### config.mk
export PLATFORM = sky130hd
export DESIGN_NAME = fwd_hazard_ctrl
export DESIGN_NICKNAME = d
export VERILOG_FILES = /design/src/rtl/fwd_hazard_ctrl_pkg.sv /design/src/rtl/fwd_hazard_ctrl_fwd_select.sv /design/src/rtl/fwd_hazard_ctrl.sv
export SDC_FILE = /design/constraint.sdc
export NUM_CORES = 1
export LEC_CHECK = 0
export CORE_MARGIN = 3
export CORE_UTILIZATION = 46
export DETAILED_ROUTE_END_ITERATION = 7
export PLACE_DENSITY = 0.73
export SLEW_MARGIN = 20
export SYNTH_ARGS = -nofsm -noshare
export SYNTH_HDL_FRONTEND = slang
export SYNTH_HIERARCHICAL = 1
export SYNTH_SLANG_ARGS = --single-unit
export TNS_END_PERCENT = 10
### constraint.sdc
create_clock -name clk -period 2.1 [get_ports clk]
set_input_delay 0.42 -clock clk [delete_from_list [all_inputs] [get_ports clk]]
set_output_delay 0.42 -clock clk [all_outputs]
set_load 0.01 [all_outputs]
### src/rtl/fwd_hazard_ctrl_pkg.sv
// Shared types and constants for the EX-stage forwarding / load-use hazard controller.
// Select codes match the EX operand mux input order.
package fwd_hazard_ctrl_pkg;

  localparam int REG_BITS = 3;
  localparam logic [REG_BITS-1:0] ZERO_REG = '0;

  localparam logic [1:0] FWD_REGFILE = 2'b00;
  localparam logic [1:0] FWD_WB      = 2'b01;
  localparam logic [1:0] FWD_MEM     = 2'b10;

  typedef logic [REG_BITS-1:0] reg_idx_t;

  typedef struct packed {
    logic     valid;
    reg_idx_t rs;
    reg_idx_t rt;
    logic     uses_rs;
    logic     uses_rt;
    reg_idx_t dest;
    logic     reg_write;
    logic     mem_read;
  } ex_rec_t;

  typedef struct packed {
    logic     valid;
    reg_idx_t dest;
    logic     reg_write;
  } wr_rec_t;

  // r0 is hardwired, so a writer targeting it never produces anything worth forwarding.
  function automatic logic writes_reg(input wr_rec_t w, input reg_idx_t r);
    return w.valid && w.reg_write && (w.dest == r) && (r != ZERO_REG);
  endfunction

  function automatic logic [15:0] sat_inc(input logic [15:0] c, input logic en);
    return (en && (c != 16'hFFFF)) ? c + 16'd1 : c;
  endfunction

endpackage

### src/rtl/fwd_hazard_ctrl_fwd_select.sv
// Priority compare for one EX operand: newest non-load writer in EX wins, then the MEM writer,
// otherwise the register file value is used.
module fwd_select
  import fwd_hazard_ctrl_pkg::*;
(
  input  logic       in_valid,
  input  reg_idx_t   src,
  input  logic       uses_src,
  input  wr_rec_t    ex_wr,
  input  logic       ex_is_load,
  input  wr_rec_t    mem_wr,
  output logic [1:0] code
);

  always_comb begin
    code = FWD_REGFILE;
    if (in_valid && uses_src) begin
      if (writes_reg(ex_wr, src) && !ex_is_load) begin
        code = FWD_MEM;
      end else if (writes_reg(mem_wr, src)) begin
        code = FWD_WB;
      end
    end
  end

endmodule

### src/rtl/fwd_hazard_ctrl.sv
// Tracks EX/MEM/WB writers beside ID/EX, registers ForwardA/B and raises the load-use Stall.
// Define FWD_STATS_EN to add saturating StallCount/FwdMemCount/FwdWbCount outputs.
module fwd_hazard_ctrl
  import fwd_hazard_ctrl_pkg::*;
(
  input  logic                clk,
  input  logic                rst,
  input  logic                ID_Valid,
  input  logic [REG_BITS-1:0] ID_Rs,
  input  logic [REG_BITS-1:0] ID_Rt,
  input  logic                ID_UsesRs,
  input  logic                ID_UsesRt,
  input  logic [REG_BITS-1:0] ID_DestReg,
  input  logic                ID_RegWrite,
  input  logic                ID_MemRead,
  input  logic                Flush,
  output logic [1:0]          ForwardA,
  output logic [1:0]          ForwardB,
  output logic                Stall
`ifdef FWD_STATS_EN
  ,
  output logic [15:0]         StallCount,
  output logic [15:0]         FwdMemCount,
  output logic [15:0]         FwdWbCount
`endif
);

  ex_rec_t    ex_q, ex_d;
  wr_rec_t    mem_q, mem_d;
  wr_rec_t    wb_q, wb_d;
  logic [1:0] fwd_a_q, fwd_a_d;
  logic [1:0] fwd_b_q, fwd_b_d;
  wr_rec_t    ex_wr;
  logic       stall;
  logic       issue;
  logic       unused_rec;

  assign ex_wr = '{valid: ex_q.valid, dest: ex_q.dest, reg_write: ex_q.reg_write};

  // Source fields and WB record are carried for pipeline visibility only.
  assign unused_rec = ^{wb_q, ex_q.rs, ex_q.rt, ex_q.uses_rs, ex_q.uses_rt};

  always_comb begin
    stall = ID_Valid && !Flush && ex_q.mem_read &&
            ((ID_UsesRs && writes_reg(ex_wr, ID_Rs)) ||
             (ID_UsesRt && writes_reg(ex_wr, ID_Rt)));
    issue = ID_Valid && !Flush && !stall;
  end

  always_comb begin
    mem_d = ex_wr;
    wb_d  = mem_q;
    ex_d  = '0;
    if (issue) begin
      ex_d = '{valid: 1'b1, rs: ID_Rs, rt: ID_Rt, uses_rs: ID_UsesRs, uses_rt: ID_UsesRt,
               dest: ID_DestReg, reg_write: ID_RegWrite, mem_read: ID_MemRead};
    end
  end

  fwd_select u_sel_a (
    .in_valid   (issue),
    .src        (ID_Rs),
    .uses_src   (ID_UsesRs),
    .ex_wr      (ex_wr),
    .ex_is_load (ex_q.mem_read),
    .mem_wr     (mem_q),
    .code       (fwd_a_d)
  );

  fwd_select u_sel_b (
    .in_valid   (issue),
    .src        (ID_Rt),
    .uses_src   (ID_UsesRt),
    .ex_wr      (ex_wr),
    .ex_is_load (ex_q.mem_read),
    .mem_wr     (mem_q),
    .code       (fwd_b_d)
  );

  always_ff @(posedge clk or posedge rst) begin
    if (rst) begin
      ex_q    <= '0;
      mem_q   <= '0;
      wb_q    <= '0;
      fwd_a_q <= FWD_REGFILE;
      fwd_b_q <= FWD_REGFILE;
    end else begin
      ex_q    <= ex_d;
      mem_q   <= mem_d;
      wb_q    <= wb_d;
      fwd_a_q <= fwd_a_d;
      fwd_b_q <= fwd_b_d;
    end
  end

  assign ForwardA = fwd_a_q;
  assign ForwardB = fwd_b_q;
  assign Stall    = stall;

`ifdef FWD_STATS_EN
  logic [15:0] stall_cnt_q, stall_cnt_d;
  logic [15:0] mem_cnt_q, mem_cnt_d;
  logic [15:0] wb_cnt_q, wb_cnt_d;

  // Both operands selecting the same source in one cycle count once.
  always_comb begin
    stall_cnt_d = sat_inc(stall_cnt_q, stall);
    mem_cnt_d   = sat_inc(mem_cnt_q, (fwd_a_d == FWD_MEM) || (fwd_b_d == FWD_MEM));
    wb_cnt_d    = sat_inc(wb_cnt_q, (fwd_a_d == FWD_WB) || (fwd_b_d == FWD_WB));
  end

  always_ff @(posedge clk or posedge rst) begin
    if (rst) begin
      stall_cnt_q <= '0;
      mem_cnt_q   <= '0;
      wb_cnt_q    <= '0;
    end else begin
      stall_cnt_q <= stall_cnt_d;
      mem_cnt_q   <= mem_cnt_d;
      wb_cnt_q    <= wb_cnt_d;
    end
  end

  assign StallCount  = stall_cnt_q;
  assign FwdMemCount = mem_cnt_q;
  assign FwdWbCount  = wb_cnt_q;
`endif

endmodule

## After elaboration in Yosys (flattened, before gate mapping)

Cells that the tools add are included.

| operators by class | value |
|---|---|
| add/sub/neg operators | 0 |
| multiply operators | 0 |
| div/mod/pow operators | 0 |
| $lt $le $gt $ge | 0 |
| eq/ne operators | 4 |
| shift-type cells | 0 |
| mux-type cells | 7 |
| bitwise logic cells | 0 |
| reduce and logical (&&, ||, !) cells | 26 |

Operator list:

| operator | number |
|---|---|
| 1-bit logical AND | 20 |
| 14-bit 2-to-1 mux | 1 |
| 3-bit equality test | 4 |
| 2-bit 2-to-1 mux | 4 |
| 3-bit nonzero test | 2 |
| 1-bit zero test | 3 |
| 1-bit 2-to-1 mux | 2 |
| 1-bit logical OR | 1 |

| storage, ports and cells | value |
|---|---|
| bits in registers | 15 |
| latch bits | 0 |
| RAM bits | 0 |
| ROM bits | 0 |
| input port bits | 17 |
| memories | 0 |

## Logic depth before layout (Yosys ltp)

| logic depth | value |
|---|---|
| word-level depth | 10 |
| gate-level depth with buffers | 7 |

## By module

The synthesis kept the hierarchy.

Modules (own cells, without submodules):

| module | times used | cells an instance | area an instance (um2) |
|---|---|---|---|
| fwd_hazard_ctrl | 1 | 44 | 540.5 |
| fwd_select | 2 | 16 | 122.6 |

## Worst setup path before layout

OpenSTA, ideal clock, no wires.

| path | value |
|---|---|
| path kind | reg-to-reg |
| start | register ex_q[0] (netlist bit) |
| end | register fwd_a_q[0] (netlist: ForwardA[0]) |
| setup time | 0.087 ns |
| arrival | 1.794 ns |
| required time | 2.013 ns |
| path slack | 0.219 ns |
| cell stages (with the launch flop) | 8 |
| buffers on the path | 0 |
| path through | dfrtp_1 > and3_1 > nand4_1 > a21oi_2 > nor3b_1 > nand4_1 > a2111o_1 > a211oi_2 |

| on the way | value |
|---|---|
| cells in the longest elaborated chain, start to end | 6 |
| elaborated cells on any way between the ends | 9 |
| those cells by class | mux: 2; reduce/logical: 7 |

RTL lines:

| item | line | text |
|---|---|---|
| start: declaration | fwd_hazard_ctrl.sv:28 | `ex_rec_t ex_q, ex_d;` |
| start signal: assignment | fwd_hazard_ctrl.sv:82 | `ex_q <= '0;` |
| start signal: assignment | fwd_hazard_ctrl.sv:88 | `ex_q <= ex_d;` |
| 1-bit logical AND (2 in a row) | fwd_hazard_ctrl.sv:44 | `stall = ID_Valid && !Flush && ex_q.mem_read &&` |
| 1-bit zero test | fwd_hazard_ctrl.sv:47 | `issue = ID_Valid && !Flush && !stall;` |
| 1-bit logical AND | fwd_hazard_ctrl.sv:47 |  |
| 1-bit logical AND | fwd_hazard_ctrl_fwd_select.sv:17 | `if (in_valid && uses_src) begin` |
| 2-bit 2-to-1 mux * | fwd_hazard_ctrl_fwd_select.sv:17 |  |
| net fwd_a_d[0] | fwd_hazard_ctrl.sv:31 | `logic [1:0] fwd_a_q, fwd_a_d;` |
| end signal: assignment | fwd_hazard_ctrl.sv:91 | `fwd_a_q <= fwd_a_d;` |
| end: declaration | fwd_hazard_ctrl.sv:31 |  |

The timed path passes the listed nets; every way through them passes the cells marked *.

## Worst setup path in the final report

| path | value |
|---|---|
| start | register ex_q[2] (netlist bit) |
| end | output Stall |

| on the way | value |
|---|---|
| cells in the longest elaborated chain, start to end | 6 |
| elaborated cells on any way between the ends | 10 |
| those cells by class | eq/ne: 2; reduce/logical: 8 |

RTL lines:

| item | line | text |
|---|---|---|
| 3-bit equality test | fwd_hazard_ctrl_pkg.sv:33 | `return w.valid && w.reg_write && (w.dest == r) && (r != ZERO_REG);` |
| 1-bit logical AND (2 in a row) | fwd_hazard_ctrl_pkg.sv:33 |  |
| 1-bit logical AND (on tied branches) | fwd_hazard_ctrl.sv:45, fwd_hazard_ctrl.sv:46 |  |
| 1-bit logical OR * | fwd_hazard_ctrl.sv:45 | `((ID_UsesRs && writes_reg(ex_wr, ID_Rs)) \|\|` |
| 1-bit logical AND * | fwd_hazard_ctrl.sv:44 |  |
| end: declaration | fwd_hazard_ctrl.sv:19 | `output logic Stall` |

Mark *: on every way between the ends. The rest lies on a longest branch, timed or not.

==> results.toml <==
[power_and_ir_drop]
seq_power_share = 0.512
irDropWorstVdd_uv = 368
power_density_nw_per_um2 = 482
p_sw_w = 0.000164
netSwitchingFraction = 0.274
comb_power_share = 0.194
leakagePower_nw = 0.577
intPower_w = 0.000434
clkPwrFrac = 0.294

[floorplan]
initial_core_util = 0.504
fp.dieW_um = 47.3
rows = 14
coreArea_um2 = 1560
die_h_um = 47.3
dieArea_um2 = 2240
io_pins = 22

[cells_and_area]
finalNetCount = 143
fin_util = 0.795
final_common_cell = "buf_4"
drive_above_1_share = 0.312
final_cell_area_um2 = 1240
mostFrequentLayoutCells = "buf_4, dfrtp_1, clkdlybuf4s50_1"
fill_cells = 110
area_growth_pct = 57.8
diodes = 0

[sta]
setup_tns_ns = 0
period_needed_ns = 1.99
setup_ws_ns = 0.106
max_freq_mhz = 501
relSlewSlack = 0.615
finalSetupViolCount = 0
drv_slew = 0
rsz0062_at_grt = "false"
period_share = 0.950
hold_violations = 0
finalClockSkew_ns = 0.00903
tightest_slew_ns = 0.576

[cts]
cts_root_buf = "clkbuf_4"
cts_buffers = 3
h-tree-depth = 1
holdBufCountCts = 0
numClockSinks = 15
tritoncts = "done"
clock_path_buffers = 2
cts.clk_slew.worst_paths_ns = 0.11
clk_latency_ns = 0.29

[min_path]
min_from = "ex_q[1]"
hold_depth = 0
min_path_type = "flop to flop"
hold-path-endpoint = "mem_q[0]"

[global_routing]
overflow = 0
grt_pass1_wl_mm = 3.38
grt_max_degree = 16
antenna_found_initial = 0
first_global_vias = 798
grt_use_total = 0.223

[outcome]
status = "complete, no violations"

[critical_path]
r2r_start = "ex_q[2]"
reg2reg_slack_ns = 0.15
start_kind = "flop"
crit_path_end_kind = "output port"
path_class = "flop to output port"
cp_top_family = "flip-flops"
critPathBufInv = 1
timing.rr.end = "ForwardB[0]"
ff2ff_path_depth = 9
crit_chain = "xnor2_1, nand4_1, a21oi_2, o21a_1, clkdlybuf4s15_1"
crit_slowest_cell = "dfrtp_2"
arrival_ns = 1.57
worstPathRequired_ns = 1.68
cp_max_fo = 4
max_stage_delay_ns = 0.47

[synth]
ys_seq_elements = 15
yosysWarningCount = 6
avgSynthCellArea_um2 = 10.3
syn_inst = 76
syn-num-nets = 93
ys_types = 21
syn-cell-area_um2 = 786
synth.yosys.seq_area_share = 0.478

[job]
maxCapViolCount = 0

[routing]
drt_iter0_drc = 11
num_vias = 755
wirelength_mm = 2.12
firstDrtPassIters = 4
drc = 0
wire_per_inst_um = 15.0
viasPerCell = 5.35
ant_nets = 0

[place]
dp_hpwl_mm = 1.56
pre_cts_ws_ns = -0.486
portBuffers = 21
globalplace.congestion = 0.838
placed_cell_area_um2 = 1160
sequential cells by signal, indices dropped and copies added (netlist names):
signal / cells
mem_q: 5
ForwardA: 2
ex_q: 6
ForwardB: 2
what timing repair did:
| action | 4_1_cts | 5_1_grt |
|---|---|---|
| setup buffers | 4 | 1 |
| gates cloned | 0 | 0 |
| resized for setup | 11 | 3 |
| setup endpoints to repair | 3 | 3 |
| pin swaps | 1 | 5 |
worst register-to-register path, delay by kind of cell (launching register included):
family / cells / cell delay [ns]
DFF: 1 / 0.47
buffers and inverters: 2 / 0.28
xor gates and xnor gates: 1 / 0.14
AOI/OAI and AO/OA: 3 / 0.55
and+or+nand+nor: 3 / 0.43
cell usage after synthesis:
| cell | instances | area, µm² |
|---|---|---|
| a2111o_1 | 2 | 22.5 |
| a211oi_2 | 2 | 25.0 |
| a21bo_2 | 2 | 20.0 |
| a21oi_1 | 2 | 10.0 |
| a21oi_2 | 2 | 17.5 |
| and3_1 | 1 | 6.26 |
| and4_1 | 2 | 17.5 |
| dfrtp_1 | 15 | 375 |
| inv_1 | 3 | 11.3 |
| nand2_1 | 11 | 41.3 |
| nand4_1 | 4 | 25.0 |
| nor2_1 | 4 | 15.0 |
| nor2b_1 | 1 | 6.26 |
| nor3_1 | 5 | 25.0 |
| nor3b_1 | 1 | 7.51 |
| nor4_2 | 2 | 25.0 |
| o21a_1 | 1 | 7.51 |
| o21ai_0 | 2 | 10.0 |
| or2_1 | 2 | 12.5 |
| xnor2_1 | 4 | 35.0 |
| xor2_1 | 8 | 70.1 |
metal layers:
layer  GRT usage  routed length, µm  vias up
met5           0                  0        -
met4       0.116                 55        0
met3      0.0613                 81        7
met2       0.412               1170       23
met1       0.224                819      358
li1            -                  -      367
how the worst max path moves through the flow:
stage / start / end / slack (ns) / cells after the start
final: ex_q[2] / Stall / 0.11 / 5
after global routing: ex_q[2] / Stall / 0.01 / 5
after floorplan: ex_q[0] / ForwardA[0] / 0.22 / 7
after global placement: ID_Rs[0] / ForwardA[0] / -0.45 / 8
after detailed placement: ID_Rt[0] / ForwardA[0] / -0.49 / 8
after CTS: ex_q[13] / ForwardA[0] / 0.02 / 9
final cells by class:
| type | instances | area [µm²] | share of cell area |
|---|---|---|---|
| Inverter | 3 | 11.3 | 0.00908 |
| Sequential cell | 15 | 377 | 0.304 |
| Multi-Input combinational cell | 58 | 418 | 0.337 |
| Timing Repair Buffer | 45 | 387 | 0.312 |
| Clock inverter | 1 | 5.00 | 0.00404 |
| Clock buffer | 3 | 22.5 | 0.0182 |
| Tap cell | 16 | 20.0 | 0.0161 |
kinds of logic (layout without fill, tap and decap cells):
logic type	count (synthesis)	in the layout	share of synthesized area
buffers and inverters	3	52	0.0143
xor gates and xnor gates	12	12	0.134
and+or+nand+nor	33	33	0.231
DFF	15	15	0.478
AOI/OAI and AO/OA	13	13	0.143
stage by stage:
step           power, W  hold WS, ns  instances
3_3_place_gp   0.000417        0.410        132
6_report       0.000598        0.452        141
3_5_place_dp   0.000421        0.410        132
4_1_cts        0.000591        0.445        140
2_1_floorplan  0.000350        0.321         76
5_1_grt        0.000621        0.467        141
power groups by stage:
| stage | registers [W] | clock network [W] | logic [W] |
|---|---|---|---|
| 6_report | 0.000306 | 0.000176 | 0.000116 |
| 5_1_grt | 0.000307 | 0.000188 | 0.000126 |
| 4_1_cts | 0.000306 | 0.000173 | 0.000113 |
| 3_5_place_dp | 0.000312 | 0 | 0.000110 |
| 3_3_place_gp | 0.000312 | 0 | 0.000106 |
| 2_1_floorplan | 0.000310 | 0 | 0.0000400 |
(Power assumes the default switching activity.)
